## config.mk

```make
export PLATFORM = sky130hd
export DESIGN_NAME = ov7670_cfg_sequencer
export DESIGN_NICKNAME = d
export VERILOG_FILES = /design/src/rtl/ov7670_cfg_pkg.sv /design/src/rtl/ov7670_cfg_rom.sv /design/src/rtl/ov7670_cfg_sequencer.sv
export SDC_FILE = /design/constraint.sdc
export NUM_CORES = 1
export LEC_CHECK = 0
export ABC_AREA = 1
export BUFFER_PORTS_ARGS = -buffer_cell sky130_fd_sc_hd__buf_2
export CORE_MARGIN = 3
export CORE_UTILIZATION = 50
export DETAILED_ROUTE_END_ITERATION = 8
export PLACE_DENSITY_LB_ADDON = 0.3
export REMOVE_ABC_BUFFERS = 1
export SLEW_MARGIN = 20
export SYNTH_ARGS = -nofsm -noshare
export SYNTH_HDL_FRONTEND = slang
export SYNTH_HIERARCHICAL = 1
export SYNTH_SLANG_ARGS = --single-unit
```

## constraint.sdc

```tcl
create_clock -name clk -period 4.4 [get_ports clk]
set_clock_uncertainty 0.1 [all_clocks]
set_input_delay 0.44 -clock clk [delete_from_list [all_inputs] [get_ports clk]]
set_output_delay 0.44 -clock clk [all_outputs]
set_load 0.05 [all_outputs]
```

## src/rtl/ov7670_cfg_pkg.sv

```systemverilog
// Shared state encodings, table markers and helpers for the OV7670 register-write sequencer.
package ov7670_cfg_pkg;

    typedef logic [2:0] cfg_state_t;

    localparam cfg_state_t ST_IDLE      = 3'd0;
    localparam cfg_state_t ST_FETCH     = 3'd1;
    localparam cfg_state_t ST_DECODE    = 3'd2;
    localparam cfg_state_t ST_ISSUE     = 3'd3;
    localparam cfg_state_t ST_WAIT_ACK  = 3'd4;
    localparam cfg_state_t ST_WAIT_DONE = 3'd5;
    localparam cfg_state_t ST_DELAY     = 3'd6;
    localparam cfg_state_t ST_DONE      = 3'd7;

    typedef struct packed {
        logic [7:0] addr;
        logic [7:0] data;
    } cfg_entry_t;

    localparam logic [15:0] CFG_END   = 16'hFFFF;
    localparam logic [15:0] CFG_DELAY = 16'hFFF0;

    localparam int                WDOG_W     = 20;
    localparam logic [WDOG_W-1:0] WDOG_LIMIT = 20'hFFFFF;

    localparam int DELAY_W = 24;

    // Reload value for the delay counter: the counter runs from this value down to 0 inclusive.
    function automatic logic [DELAY_W-1:0] delay_load(input int clk_freq, input int delay_ms);
        return DELAY_W'(clk_freq / 1000 * delay_ms - 1);
    endfunction

endpackage

```

## src/rtl/ov7670_cfg_rom.sv

```systemverilog
// Registered case-statement ROM holding the OV7670 bring-up register list (RGB565, QVGA).
// TEST_TABLE selects a four-entry table: COM7 reset, DELAY, CLKRC, END.
module ov7670_cfg_rom
    import ov7670_cfg_pkg::*;
#(
    parameter int IDX_W      = 8,
    parameter bit TEST_TABLE = 1'b0
) (
    input  logic             clk,
    input  logic [IDX_W-1:0] addr_i,
    output cfg_entry_t       entry_o
);

    logic [15:0] word_d;

    // NOTE: word_d gets a default before the case so unlisted indices cannot infer a latch.
    always_comb begin
        word_d = CFG_END;
        if (TEST_TABLE) begin
            case (int'(addr_i))
                0:       word_d = 16'h1280;
                1:       word_d = CFG_DELAY;
                2:       word_d = 16'h1101;
                default: word_d = CFG_END;
            endcase
        end else begin
            case (int'(addr_i))
                0:       word_d = 16'h1280; // COM7: soft reset
                1:       word_d = CFG_DELAY;
                2:       word_d = 16'h1101; // CLKRC: prescaler /2
                3:       word_d = 16'h1214; // COM7: QVGA, RGB output
                4:       word_d = 16'h40D0; // COM15: RGB565, full range
                5:       word_d = 16'h8C00; // RGB444 off
                6:       word_d = 16'h0400; // COM1
                7:       word_d = 16'h3A04; // TSLB
                8:       word_d = 16'h3E19; // COM14: scaled PCLK /2
                9:       word_d = 16'h7211;
                10:      word_d = 16'h73F1;
                11:      word_d = 16'h0C04; // COM3: enable scaling
                12:      word_d = 16'h1716; // HSTART
                13:      word_d = 16'h1804; // HSTOP
                14:      word_d = 16'h3224; // HREF
                15:      word_d = 16'h1902; // VSTRT
                16:      word_d = 16'h1A7A; // VSTOP
                17:      word_d = 16'h030A; // VREF
                18:      word_d = 16'h13E7; // COM8: AGC/AWB/AEC on
                19:      word_d = 16'h3DC0; // COM13: gamma, UV saturation
                default: word_d = CFG_END;
            endcase
        end
    end

    // NOTE: the ROM output register is not reset; FETCH always reloads it before DECODE reads it.
    always_ff @(posedge clk) begin
        entry_o <= word_d;
    end

endmodule

```

## src/rtl/ov7670_cfg_sequencer.sv

```systemverilog
// Walks the OV7670 register table and issues each write through the SCCB start/ready handshake.
// Optional CFG_WATCHDOG_EN: skips entries stuck in the handshake and flags a sticky cfg_err.
module ov7670_cfg_sequencer
    import ov7670_cfg_pkg::*;
#(
    parameter int CLK_FREQ   = 25000000,
    parameter int DELAY_MS   = 10,
    parameter int AUTO_START = 1,
    parameter int IDX_W      = 8,
    parameter bit TEST_TABLE = 1'b0
) (
    input  logic             clk,
    input  logic             rst,
    input  logic             cfg_start,
    input  logic             sccb_ready,
    output logic             sccb_start,
    output logic [7:0]       sccb_address,
    output logic [7:0]       sccb_data,
    output logic             busy,
    output logic             done,
    output logic [IDX_W-1:0] entry_idx
`ifdef CFG_WATCHDOG_EN
    ,
    output logic             cfg_err
`endif
);

    localparam logic [DELAY_W-1:0] DELAY_LOAD = delay_load(CLK_FREQ, DELAY_MS);
    localparam logic [IDX_W-1:0]   IDX_MAX    = '1;

    cfg_state_t          state_q, state_d;
    logic [IDX_W-1:0]    idx_q, idx_d;
    logic [DELAY_W-1:0]  cnt_q, cnt_d;
    logic                start_q, start_d;
    logic [7:0]          addr_q, addr_d;
    logic [7:0]          data_q, data_d;
    logic                busy_q, busy_d;
    logic                done_q, done_d;
    logic                advance, finish, restart;
    cfg_entry_t          rom_entry;
    logic [15:0]         rom_word;

`ifdef CFG_WATCHDOG_EN
    logic [WDOG_W-1:0]   wdog_q, wdog_d;
    logic                err_q, err_d;
    logic                in_wait;
`endif

    ov7670_cfg_rom #(
        .IDX_W      (IDX_W),
        .TEST_TABLE (TEST_TABLE)
    ) u_rom (
        .clk     (clk),
        .addr_i  (idx_q),
        .entry_o (rom_entry)
    );

    assign rom_word = rom_entry;

    always_comb begin
        state_d = state_q;
        idx_d   = idx_q;
        cnt_d   = cnt_q;
        start_d = 1'b0;
        addr_d  = addr_q;
        data_d  = data_q;
        busy_d  = busy_q;
        done_d  = done_q;
        advance = 1'b0;
        finish  = 1'b0;
        restart = 1'b0;
`ifdef CFG_WATCHDOG_EN
        err_d   = err_q;
        wdog_d  = '0;
        in_wait = (state_q == ST_WAIT_ACK) || (state_q == ST_WAIT_DONE);
`endif

        case (state_q)
            ST_IDLE:      if (cfg_start || (AUTO_START != 0)) restart = 1'b1;
            ST_FETCH:     state_d = ST_DECODE;
            ST_DECODE: begin
                if (rom_word == CFG_END) begin
                    finish = 1'b1;
                end else if (rom_word == CFG_DELAY) begin
                    cnt_d   = DELAY_LOAD;
                    state_d = ST_DELAY;
                end else if (rom_entry.addr == 8'hFF) begin
                    advance = 1'b1;
                end else begin
                    addr_d  = rom_entry.addr;
                    data_d  = rom_entry.data;
                    state_d = ST_ISSUE;
                end
            end
            // start is asserted from a registered decision, so ready never reaches it combinationally
            ST_ISSUE: begin
                if (sccb_ready) begin
                    start_d = 1'b1;
                    state_d = ST_WAIT_ACK;
                end
            end
            ST_WAIT_ACK:  if (!sccb_ready) state_d = ST_WAIT_DONE;
            ST_WAIT_DONE: if (sccb_ready) advance = 1'b1;
            ST_DELAY: begin
                if (cnt_q == '0) advance = 1'b1;
                else             cnt_d   = cnt_q - DELAY_W'(1);
            end
            ST_DONE:      if (cfg_start) restart = 1'b1;
            default:      state_d = ST_IDLE;
        endcase

`ifdef CFG_WATCHDOG_EN
        if (in_wait && (wdog_q == WDOG_LIMIT)) begin
            advance = 1'b1;
            err_d   = 1'b1;
        end
`endif

        // The last index is processed but never wraps back to entry 0
        if (advance) begin
            if (idx_q == IDX_MAX) begin
                finish = 1'b1;
            end else begin
                idx_d   = idx_q + IDX_W'(1);
                state_d = ST_FETCH;
            end
        end

        if (finish) begin
            state_d = ST_DONE;
            busy_d  = 1'b0;
            done_d  = 1'b1;
        end

        if (restart) begin
            state_d = ST_FETCH;
            idx_d   = '0;
            busy_d  = 1'b1;
            done_d  = 1'b0;
`ifdef CFG_WATCHDOG_EN
            err_d   = 1'b0;
`endif
        end

`ifdef CFG_WATCHDOG_EN
        if (in_wait && (state_d == state_q)) wdog_d = wdog_q + WDOG_W'(1);
`endif
    end

    // NOTE: state registers use non-blocking assignments so every flop samples pre-edge values.
    always_ff @(posedge clk or posedge rst) begin
        if (rst) begin
            state_q <= ST_IDLE;
            idx_q   <= '0;
            cnt_q   <= '0;
            start_q <= 1'b0;
            addr_q  <= '0;
            data_q  <= '0;
            busy_q  <= 1'b0;
            done_q  <= 1'b0;
        end else begin
            state_q <= state_d;
            idx_q   <= idx_d;
            cnt_q   <= cnt_d;
            start_q <= start_d;
            addr_q  <= addr_d;
            data_q  <= data_d;
            busy_q  <= busy_d;
            done_q  <= done_d;
        end
    end

`ifdef CFG_WATCHDOG_EN
    always_ff @(posedge clk or posedge rst) begin
        if (rst) begin
            wdog_q <= '0;
            err_q  <= 1'b0;
        end else begin
            wdog_q <= wdog_d;
            err_q  <= err_d;
        end
    end

    assign cfg_err = err_q;
`endif

    assign sccb_start   = start_q;
    assign sccb_address = addr_q;
    assign sccb_data    = data_q;
    assign busy         = busy_q;
    assign done         = done_q;
    assign entry_idx    = idx_q;

endmodule

```

### After elaboration in Yosys (flattened, before gate mapping)

Memory sizes are Yosys's and may differ from the RTL's. A register that Yosys moved wholly into a read port is not among the register bits.
Index checks and enable logic that the tools add are counted.

* register bits: 54
* ROM bits: 512
* bits of input ports: 4
* output and inout bits: 27
* word-level logic and storage cells: 73
* memories kept: 1

Memories
* (no name shown): depth 32, bits a word 16, rd ports 1, clocked after Yosys merged registers in 1, write ports 0, line ov7670_cfg_rom.sv:27 `case (int'(addr_i))`

* add/sub/neg operators: 2
* eq/ne operators: 15
* mux-type cells: 34
* bitwise operators: 3
* reduce and logical (&&, ||, !) cells: 10

Operators with widths (count)
* 2-to-1 mux 24 bit: 3
* case mux 24 bit (2 select lines): 1
* equality test 16 bit (second input constant): 2
* 2-to-1 mux 3 bit: 9
* zero test 24 bit: 1
* 2-to-1 mux 8 bit: 3
* subtractor 24 x 1 -> 24 bit (second input constant): 1
* equality test 8 bit (second input constant): 2
* 2-to-1 mux 1 bit: 15
* equality test 3 bit (second input constant): 4
* case mux 3 bit (4 select lines): 1
* adder 8 x 1 -> 8 bit (second input constant): 1
* != test 2 bit (second input constant): 4
* AND reduction 4 bit: 2
* equality test 3 x 2 -> 1 bit (second input constant): 2
* zero test 3 bit: 2
* nonzero test 2 bit: 3
* equality test 3 x 1 -> 1 bit (second input constant): 1
* inverter 1 bit: 3
* case mux 1 bit (3 select lines): 1
* case mux 1 bit (2 select lines): 1
* AND reduction 2 bit: 1
* zero test 1 bit: 1

### Depth between registers and ports, before layout

Gate-level depths: netlist of the first run.

* depth in word-level cells: 9
* gate-level depth with buffers: 12
* depth with buffers taken out: 11

### Cells and area by module

The synthesis of the first run kept the hierarchy.

Modules (own cells, without submodules)
* ov7670_cfg_sequencer: instances 1, cells each 433, area an instance 3154.3 um^2, sequential area each 1351.3 um^2
* ov7670_cfg_rom: instances 1, cells each 142, area an instance 954.7 um^2, sequential area each 320.3 um^2

### Worst setup path after synthesis of the first run

No wires, ideal clock.

* kind: reg2reg
* start: reg idx_q[0] (netlist: entry_idx[0])
* end: reg state_q[0]
* setup time: 0.135 ns
* data arrival time: 1.970 ns
* data required time: 4.165 ns
* path slack: 2.195 ns
* stages on the path, launching flop included: 10
* path buffers: 1
* period minus slack after synthesis: 2.205 ns
* path through: dfrtp_1 ha_1 nand3_1 inv_1 nand4_1 clkinv_1 nand2_1 nand2_2 buf_6 nand3_1

* cells in the longest elaborated chain, start to end: 5
* elaborated cells between the ends (all ways): 7
* classes of those cells: eq/ne (1); mux (6)

Ends and longest elaborated chain
* start: declaration: line ov7670_cfg_sequencer.sv:32 `logic [IDX_W-1:0] idx_q, idx_d;`
* start signal: assignment: line ov7670_cfg_sequencer.sv:163 `idx_q <= idx_d;`
* equality test 8 bit *: line ov7670_cfg_sequencer.sv:121 `if (idx_q == IDX_MAX) begin`
* 2-to-1 mux 3 bit or 2-to-1 mux 1 bit (tied branches): line ov7670_cfg_sequencer.sv:121
* 2-to-1 mux 3 bit or 2-to-1 mux 1 bit (tied branches): line ov7670_cfg_sequencer.sv:120 `if (advance) begin`
* 2-to-1 mux 3 bit *: line ov7670_cfg_sequencer.sv:129 `if (finish) begin`
* 2-to-1 mux 3 bit *: line ov7670_cfg_sequencer.sv:135 `if (restart) begin`
* net state_d[0]: line ov7670_cfg_sequencer.sv:31 `cfg_state_t state_q, state_d;`
* end signal: assignment: line ov7670_cfg_sequencer.sv:162 `state_q <= state_d;`
* end: declaration: line ov7670_cfg_sequencer.sv:31

Mark *: on every way through the listed nets, which the timed path passes. The rest lies on a longest branch.
A chain may end at the register's enable or synchronous reset.

### Worst setup path after layout of the first run

* start: reg state_q[1]
* end: reg cnt_q[3]

* cells in the longest elaborated chain, start to end: 3
* elaborated cells between the ends (all ways): 8
* classes of those cells: eq/ne (5); mux (1); reduce/logical (2)

Ends and longest elaborated chain
* equality test 3 bit or equality test 3 x 2 -> 1 bit (tied branches): line ov7670_cfg_sequencer.sv:78 `case (state_q)`
* != test 2 bit (no line) or nonzero test 2 bit (tied branches)
* AND reduction 4 bit (no line)
* end signal: assignment: line ov7670_cfg_sequencer.sv:164 `cnt_q <= cnt_d;`
* end: declaration: line ov7670_cfg_sequencer.sv:33 `logic [DELAY_W-1:0] cnt_q, cnt_d;`

Several ways; a longest one is shown, not always the timed one.

==> results of run 1 <==
[final cells by class]
cell class              instances  area [sq um]
fillers                       783          3360
multi-input cells             431          2090
flip-flops and latches         70          1670
inverters                      62           233
repair buffers                 31           158
clock buffers                  10           138
well taps                     102           128
clock inverters                 6          61.3
[state kept, by name, summed over array words and instances, names as in the netlist]
signal and cells:
sccb_address 8, cnt_q 24, done 1, state_q 3, sccb_data 8, sccb_start 1
u_rom/entry_o 16, entry_idx 8, busy 1
[cells by family (layout without fill, tap and decap cells)]
logic type | after synthesis | after routing | share of synthesized area
AO/OA/AOI/OAI | 53 | 53 | 0.0710
flip-flops | 70 | 70 | 0.407
adder cells (fa/ha/maj) | 11 | 11 | 0.0335
AND/OR/NAND/NOR | 356 | 356 | 0.382
XOR/XNOR | 11 | 11 | 0.0234
buffers and inverters | 74 | 109 | 0.0834
[worst register-to-register path: stages (launching register included)]
cell and delay [ps]:
dfrtp_1 460, inv_2 70, nor3_2 640, nand2_2 280
nand2_4 290, inv_2 140, o21ai_1 130, nand3_1 70
[cells in the mapped netlist]
library cell | instances | area [sq um]
xnor2_1 | 4 | 35.0
nand2_2 | 7 | 43.8
clkinv_1 | 1 | 3.75
buf_6 | 7 | 78.8
a21oi_1 | 13 | 65.1
nor3b_1 | 1 | 7.51
o21bai_1 | 4 | 30.0
clkbuf_1 | 2 | 7.51
nand3_2 | 3 | 30.0
nand4_4 | 1 | 21.3
nand2_1 | 197 | 739
or2_2 | 2 | 12.5
xor2_1 | 7 | 61.3
nor2_1 | 63 | 236
nand2_4 | 1 | 11.3
o21ai_1 | 15 | 75.1
nor4_1 | 1 | 6.26
nand3_1 | 44 | 220
clkbuf_8 | 1 | 13.8
o211ai_1 | 1 | 7.51
a22oi_1 | 1 | 7.51
nor3_2 | 1 | 10.0
dfxtp_1 | 16 | 320
a32oi_2 | 1 | 16.3
nor3_1 | 6 | 30.0
inv_1 | 55 | 206
nand4_1 | 16 | 100
nor2_4 | 3 | 33.8
o21ai_0 | 18 | 90.1
ha_1 | 11 | 138
dfrtp_1 | 54 | 1350
or2_1 | 1 | 6.26
nand3b_1 | 3 | 22.5
buf_2 | 2 | 10.0
nor2_2 | 6 | 37.5
inv_2 | 6 | 22.5
[where the power goes]
part / switching, mW / leakage [nW] / internal [mW] / total [mW]
Clock: 0.245 / 0.102 / 0.275 / 0.520
Combinational: 0.957 / 1.37 / 0.380 / 1.34
Sequential: 0.196 / 0.833 / 0.850 / 1.05
Total: 1.40 / 2.30 / 1.50 / 2.90
[how the worst max path moves through the flow]
stage | endpoint | slack [ps] | depth (start not counted)
after floorplan | state_q[0]$_DFF_PP0_ | 2220 | 8
after global placement | cnt_q[3]$_DFFE_PP0P_ | 2180 | 7
after detailed placement | cnt_q[3]$_DFFE_PP0P_ | 2130 | 7
after CTS | cnt_q[3]$_DFFE_PP0P_ | 2130 | 7
after global routing | state_q[0]$_DFF_PP0_ | 1920 | 7
final | cnt_q[3]$_DFFE_PP0P_ | 2110 | 7
[stage by stage]
step | hold WS [ps] | area, sq um | utilization | worst slack (ps) | std cells
floorplan | 322 | 4000 | - | 2220 | 563
global placement | 336 | 4280 | 0.546 | 2180 | 696
detailed placement | 337 | 4280 | 0.546 | 2130 | 696
CTS | 181 | 4480 | 0.571 | 2130 | 712
global route | 204 | 4480 | 0.571 | 1920 | 712
finish | 147 | 4480 | 0.571 | 2110 | 712
[metal layers]
layer	up-vias	global-route usage
met3	21	0.0534
met2	83	0.367
li1	1889	-
met4	0	0.0810
met5	-	0
met1	1705	0.235
==> results.ini, run 1 <==
[run_status]
status=complete, no violations

[clocking]
cts_tree=built
postCtsSetupRepairBufs=0
cts_buffer_depth=2
hold_buffers=0
worst_skew_pair.late_latency_ps=350
cts_resized=0
root_buffer=clkbuf_8
cts_buffers=9
cts_num_sinks=70
htree_levels=3
clk_pin_slew_worst_paths_ps=90

[die]
io_pins=31
start_util=0.524
die_area_sq_um=9340
die_w_um=96.7
fp-row-count=32
die_y_um=96.7
core_region_area_sq_um=7850

[setup_path]
worstPathCellList=inv_2 -> nor3_2 -> nand2_2 -> nand2_4 -> inv_2 -> o21ai_1 -> nand3_1
crit_fanout=24
critPathMostFrequentCell=inv_2
cp-end-kind=flip-flop
r2r-end=cnt_q[3]$_DFFE_PP0P_
cp_data_arrival_time_ps=2420
cp.required_ps=4530
cp-startpoint=state_q[1]$_DFF_PP0_
regToRegSetupSlack_ps=2110
critPathTopFamily=simple AND/OR/NAND/NOR gates
r2r_cells=7
r2r-start=state_q[1]$_DFF_PP0_
cpMaxStageDelayCell=nor3_2
slowest_delay_ps=640
cp-start-kind=flip-flop
worst-path-buf-inv=2
worst-setup-path-type=reg2reg

[timing]
fin_crit_sh=0.519
worstMarginPinSlew_ps=789
rsz0062_at_grt=false
setup_viol=0
fmax_ghz=0.438
drv_slew=0
tns_ps=0
period_needed_ps=2290
hold_viol=0
max_slew_margin=0.471

[drt]
met3WireLength_um=436
drc=0
wl_per_cell_um=13.2
met1Wirelength_mm=3.98
dr.pass1.iters=5
antenna_left=0
drt_iter0_drc=204
drt-total-wl_mm=9.40
top_layer=met4
wl_met2_mm=4.76
vias=3698
vias_per_cell=5.19

[synthesis]
yosys_warnings=6
synthCells=575
seq_area_frac_synth=0.407
syn_area_sq_um=4110
ys_types=36
ys_seq_elements=70
synth_area_per_cell_sq_um=7.15

[power_and_ir_drop]
cellPowerDensity_nw_per_um2=647
total_power_mw=2.90
vdd_ir_drop_max_mv=0.390
p_leak_nw=2.30

[global_routing]
antenna_found_initial=0
grt_pass1_vias=3637
grt_start_max_net_pins=55
gr-total-overflow=0
grt.total_usage=0.206
grt_pass1_wl_mm=16.0

[run]
drv_cap=0

[placed_design]
place_hpwl_mm=7.01
port_buffers=30
globalplace.congestion=0.910

[layout]
nets=620
antenna_cells=0
drive_gt1_frac=0.130
area_delta_synth_final_pct=9.10
most-common-layout-cells=197 x nand2_1, 63 x nor2_1, 54 x inv_1, 54 x dfrtp_1, 44 x nand3_1
mostFrequentLayoutCell=nand2_1

[worst_hold_path]
hp-class=in2async

Power figures use the tool's default switching activity.
==> inputs of run 2 (changes only) <==
- clock period: 4.4 -> 2.1 ns (I/O delays scaled with it)
==> results.ini, run 2 (same netlist as run 1, synthesis figures left out) <==
[power_and_ir_drop]
pwr-share-clk=0.159  ; -0.020
cellPowerDensity_nw_per_um2=1330  ; +110%
seqPwrFrac=0.348  ; -0.012
p_comb_frac=0.493  ; +0.032
netSwitchingFraction=0.482  ; +0.000581
vdd_ir_drop_max_mv=0.723  ; +85%
internal_power_mw=3.15  ; +110%
total_power_mw=6.09  ; +110%
power.switching_mw=2.93  ; +110%
p_leak_nw=2.36  ; +2.6%

[clocking]
postCtsSetupRepairBufs=0  ; unchanged
cts_num_sinks=70  ; unchanged
clk_pin_slew_worst_paths_ps=70  ; -20 ps
cts_tree=built
root_buffer=clkbuf_8
worst_skew_pair.late_latency_ps=340  ; about the same
cts_buffer_depth=2  ; unchanged
cts_buffers=9  ; unchanged
htree_levels=3  ; unchanged

[timing]
setup_viol=0  ; unchanged
period_needed_ps=1940  ; -350 ps
rsz0062_at_grt=false
max_slew_margin=0.640  ; +0.168
layout_setup_ws_ps=165  ; -1950 ps
fmax_ghz=0.517  ; +18%
drv_slew=0  ; unchanged
hold_viol=0  ; unchanged
fin_crit_sh=0.922  ; +0.402
worstMarginPinSlew_ps=535  ; -253 ps

[run_status]
status=complete, no violations

[layout]
nets=633  ; +2.1%
final_cell_area_sq_um=4580  ; +2.3%
most-common-layout-cells=197 x nand2_1, 63 x nor2_1, 54 x inv_1, 54 x dfrtp_1, 44 x nand3_1
largest_reg_flops=24  ; unchanged
top_register=cnt_q
reg_top3=cnt_q x24, u_rom/entry_o x16
mostFrequentLayoutCell=nand2_1
area_delta_synth_final_pct=11.6
antenna_cells=0  ; unchanged
drive_gt1_frac=0.143  ; +0.0133

[global_routing]
grt_pass1_vias=3686  ; +1.3%
grt_pass1_wl_mm=16.6  ; +4.0%
antenna_found_initial=0  ; unchanged
grt_start_max_net_pins=36  ; -35%
grt.total_usage=0.213  ; +0.00660
gr-total-overflow=0  ; unchanged

[setup_path]
worst-setup-path-type=reg2reg
r2r-start=cnt_q[0]$_DFFE_PP0P_
cpMaxStageDelayCell=dfrtp_1
r2r_cells=8  ; +1
cp-end-kind=flip-flop
cp.required_ps=2230  ; -2300 ps
regToRegSetupSlack_ps=160  ; -1950 ps
worstPathCellList=inv_1 -> ha_1 -> inv_1 -> nor2_1 -> nand2_1 -> xor2_1 -> o21ai_1 -> o21ai_1
crit_fanout=6  ; -75%
cp-start-kind=flip-flop
r2r-end=cnt_q[14]$_DFFE_PP0P_
slowest_delay_ps=400  ; -240 ps
cp_data_arrival_time_ps=2060  ; -360 ps

[worst_hold_path]
min_path_cells=3
hp-class=in2reg
holdCritStartpoint=sccb_ready
min_to=sccb_start$_DFF_PP0_

[die]
fp-row-count=32  ; unchanged
die_y_um=96.7  ; unchanged
die_w_um=96.7  ; unchanged
die_area_sq_um=9340  ; unchanged
core_region_area_sq_um=7850  ; unchanged
start_util=0.524  ; unchanged
io_pins=31  ; unchanged

[drt]
vias_per_cell=5.22  ; +0.52%
antenna_left=0  ; unchanged
vias=3785  ; +2.4%
drt_iter0_drc=220  ; +7.8%
wl_per_cell_um=13.1  ; -0.44%
dr.pass1.iters=5  ; unchanged
drt-total-wl_mm=9.53  ; +1.4%
drc=0  ; unchanged

[placed_design]
place_hpwl_mm=7.25  ; +3.5%
port_buffers=30  ; unchanged
place_area_sq_um=4390  ; +2.4%
globalplace.congestion=0.900  ; -1.1%
post-place-ws_ps=170  ; -1960 ps

[run]
drv_cap=0  ; unchanged

-- run 2: per-stage QoR --
stage,hold WS (ps),cells,setup TNS [ps],util
final,67.8,725,0,0.584
after global routing,78.8,725,0,0.584
after CTS,44.8,725,0,0.583
after floorplan,256,563,-701,-
after global placement,147,708,0,0.559
after detailed placement,154,708,0,0.559
-- run 2: power groups by stage --
stage | logic, mW | clock network [mW] | registers, mW
3_5_place_dp | 2.97 | 0 | 2.14
2_1_floorplan | 1.71 | 0 | 2.59
6_report | 3.00 | 0.968 | 2.12
3_3_place_gp | 2.92 | 0 | 2.12
4_1_cts | 2.99 | 0.999 | 2.12
5_1_grt | 3.36 | 1.06 | 2.17
-- run 2: how the worst max path moves through the flow --
| stage | from | endpoint | depth (start not counted) |
|---|---|---|---|
| 6_report | cnt_q[0]$_DFFE_PP0P_ | cnt_q[14]$_DFFE_PP0P_ | 8 |
| 5_1_grt | cnt_q[0]$_DFFE_PP0P_ | cnt_q[20]$_DFFE_PP0P_ | 10 |
| 4_1_cts | cnt_q[0]$_DFFE_PP0P_ | cnt_q[20]$_DFFE_PP0P_ | 9 |
| 3_5_place_dp | cnt_q[0]$_DFFE_PP0P_ | cnt_q[20]$_DFFE_PP0P_ | 9 |
| 3_3_place_gp | cnt_q[0]$_DFFE_PP0P_ | cnt_q[21]$_DFFE_PP0P_ | 9 |
| 2_1_floorplan | entry_idx[0]$_DFFE_PP0P_ | state_q[0]$_DFF_PP0_ | 8 |
-- run 2: worst max-delay path: cells and delay by family (launching register included) --
kind / cells / cell delay [ps]
DFF: 1 / 400
and+or+nand+nor: 2 / 400
buffers and inverters: 2 / 280
adders and majority gates: 1 / 270
AOI/OAI and AO/OA: 2 / 230
xor gates and xnor gates: 1 / 160
-- run 2: metal layers --
layer,wire length [um],track usage,vias to the layer above,part of all wire
met5,0,0,-,0
met4,208,0.0832,0,0.022
met3,395,0.0433,19,0.041
met2,4970,0.377,80,0.52
met1,3950,0.252,1777,0.41
li1,-,-,1909,-
-- run 2: final cells by class --
class,count,area (sq um)
flip-flops and latches,70,1670
repair buffers,44,270
inverters,62,235
clock inverters,4,21.3
well taps,102,128
multi-input cells,431,2100
fillers,753,3260
clock buffers,12,155
-- run 2: timing repair --
| action | 4_1_cts | 5_1_grt |
|---|---|---|
| hold buffers | 1 | 0 |
| endpoints found under the hold margin | 19 | 0 |
| gates resized for setup | 0 | 2 |
| endpoints found under the setup margin | 0 | 4 |
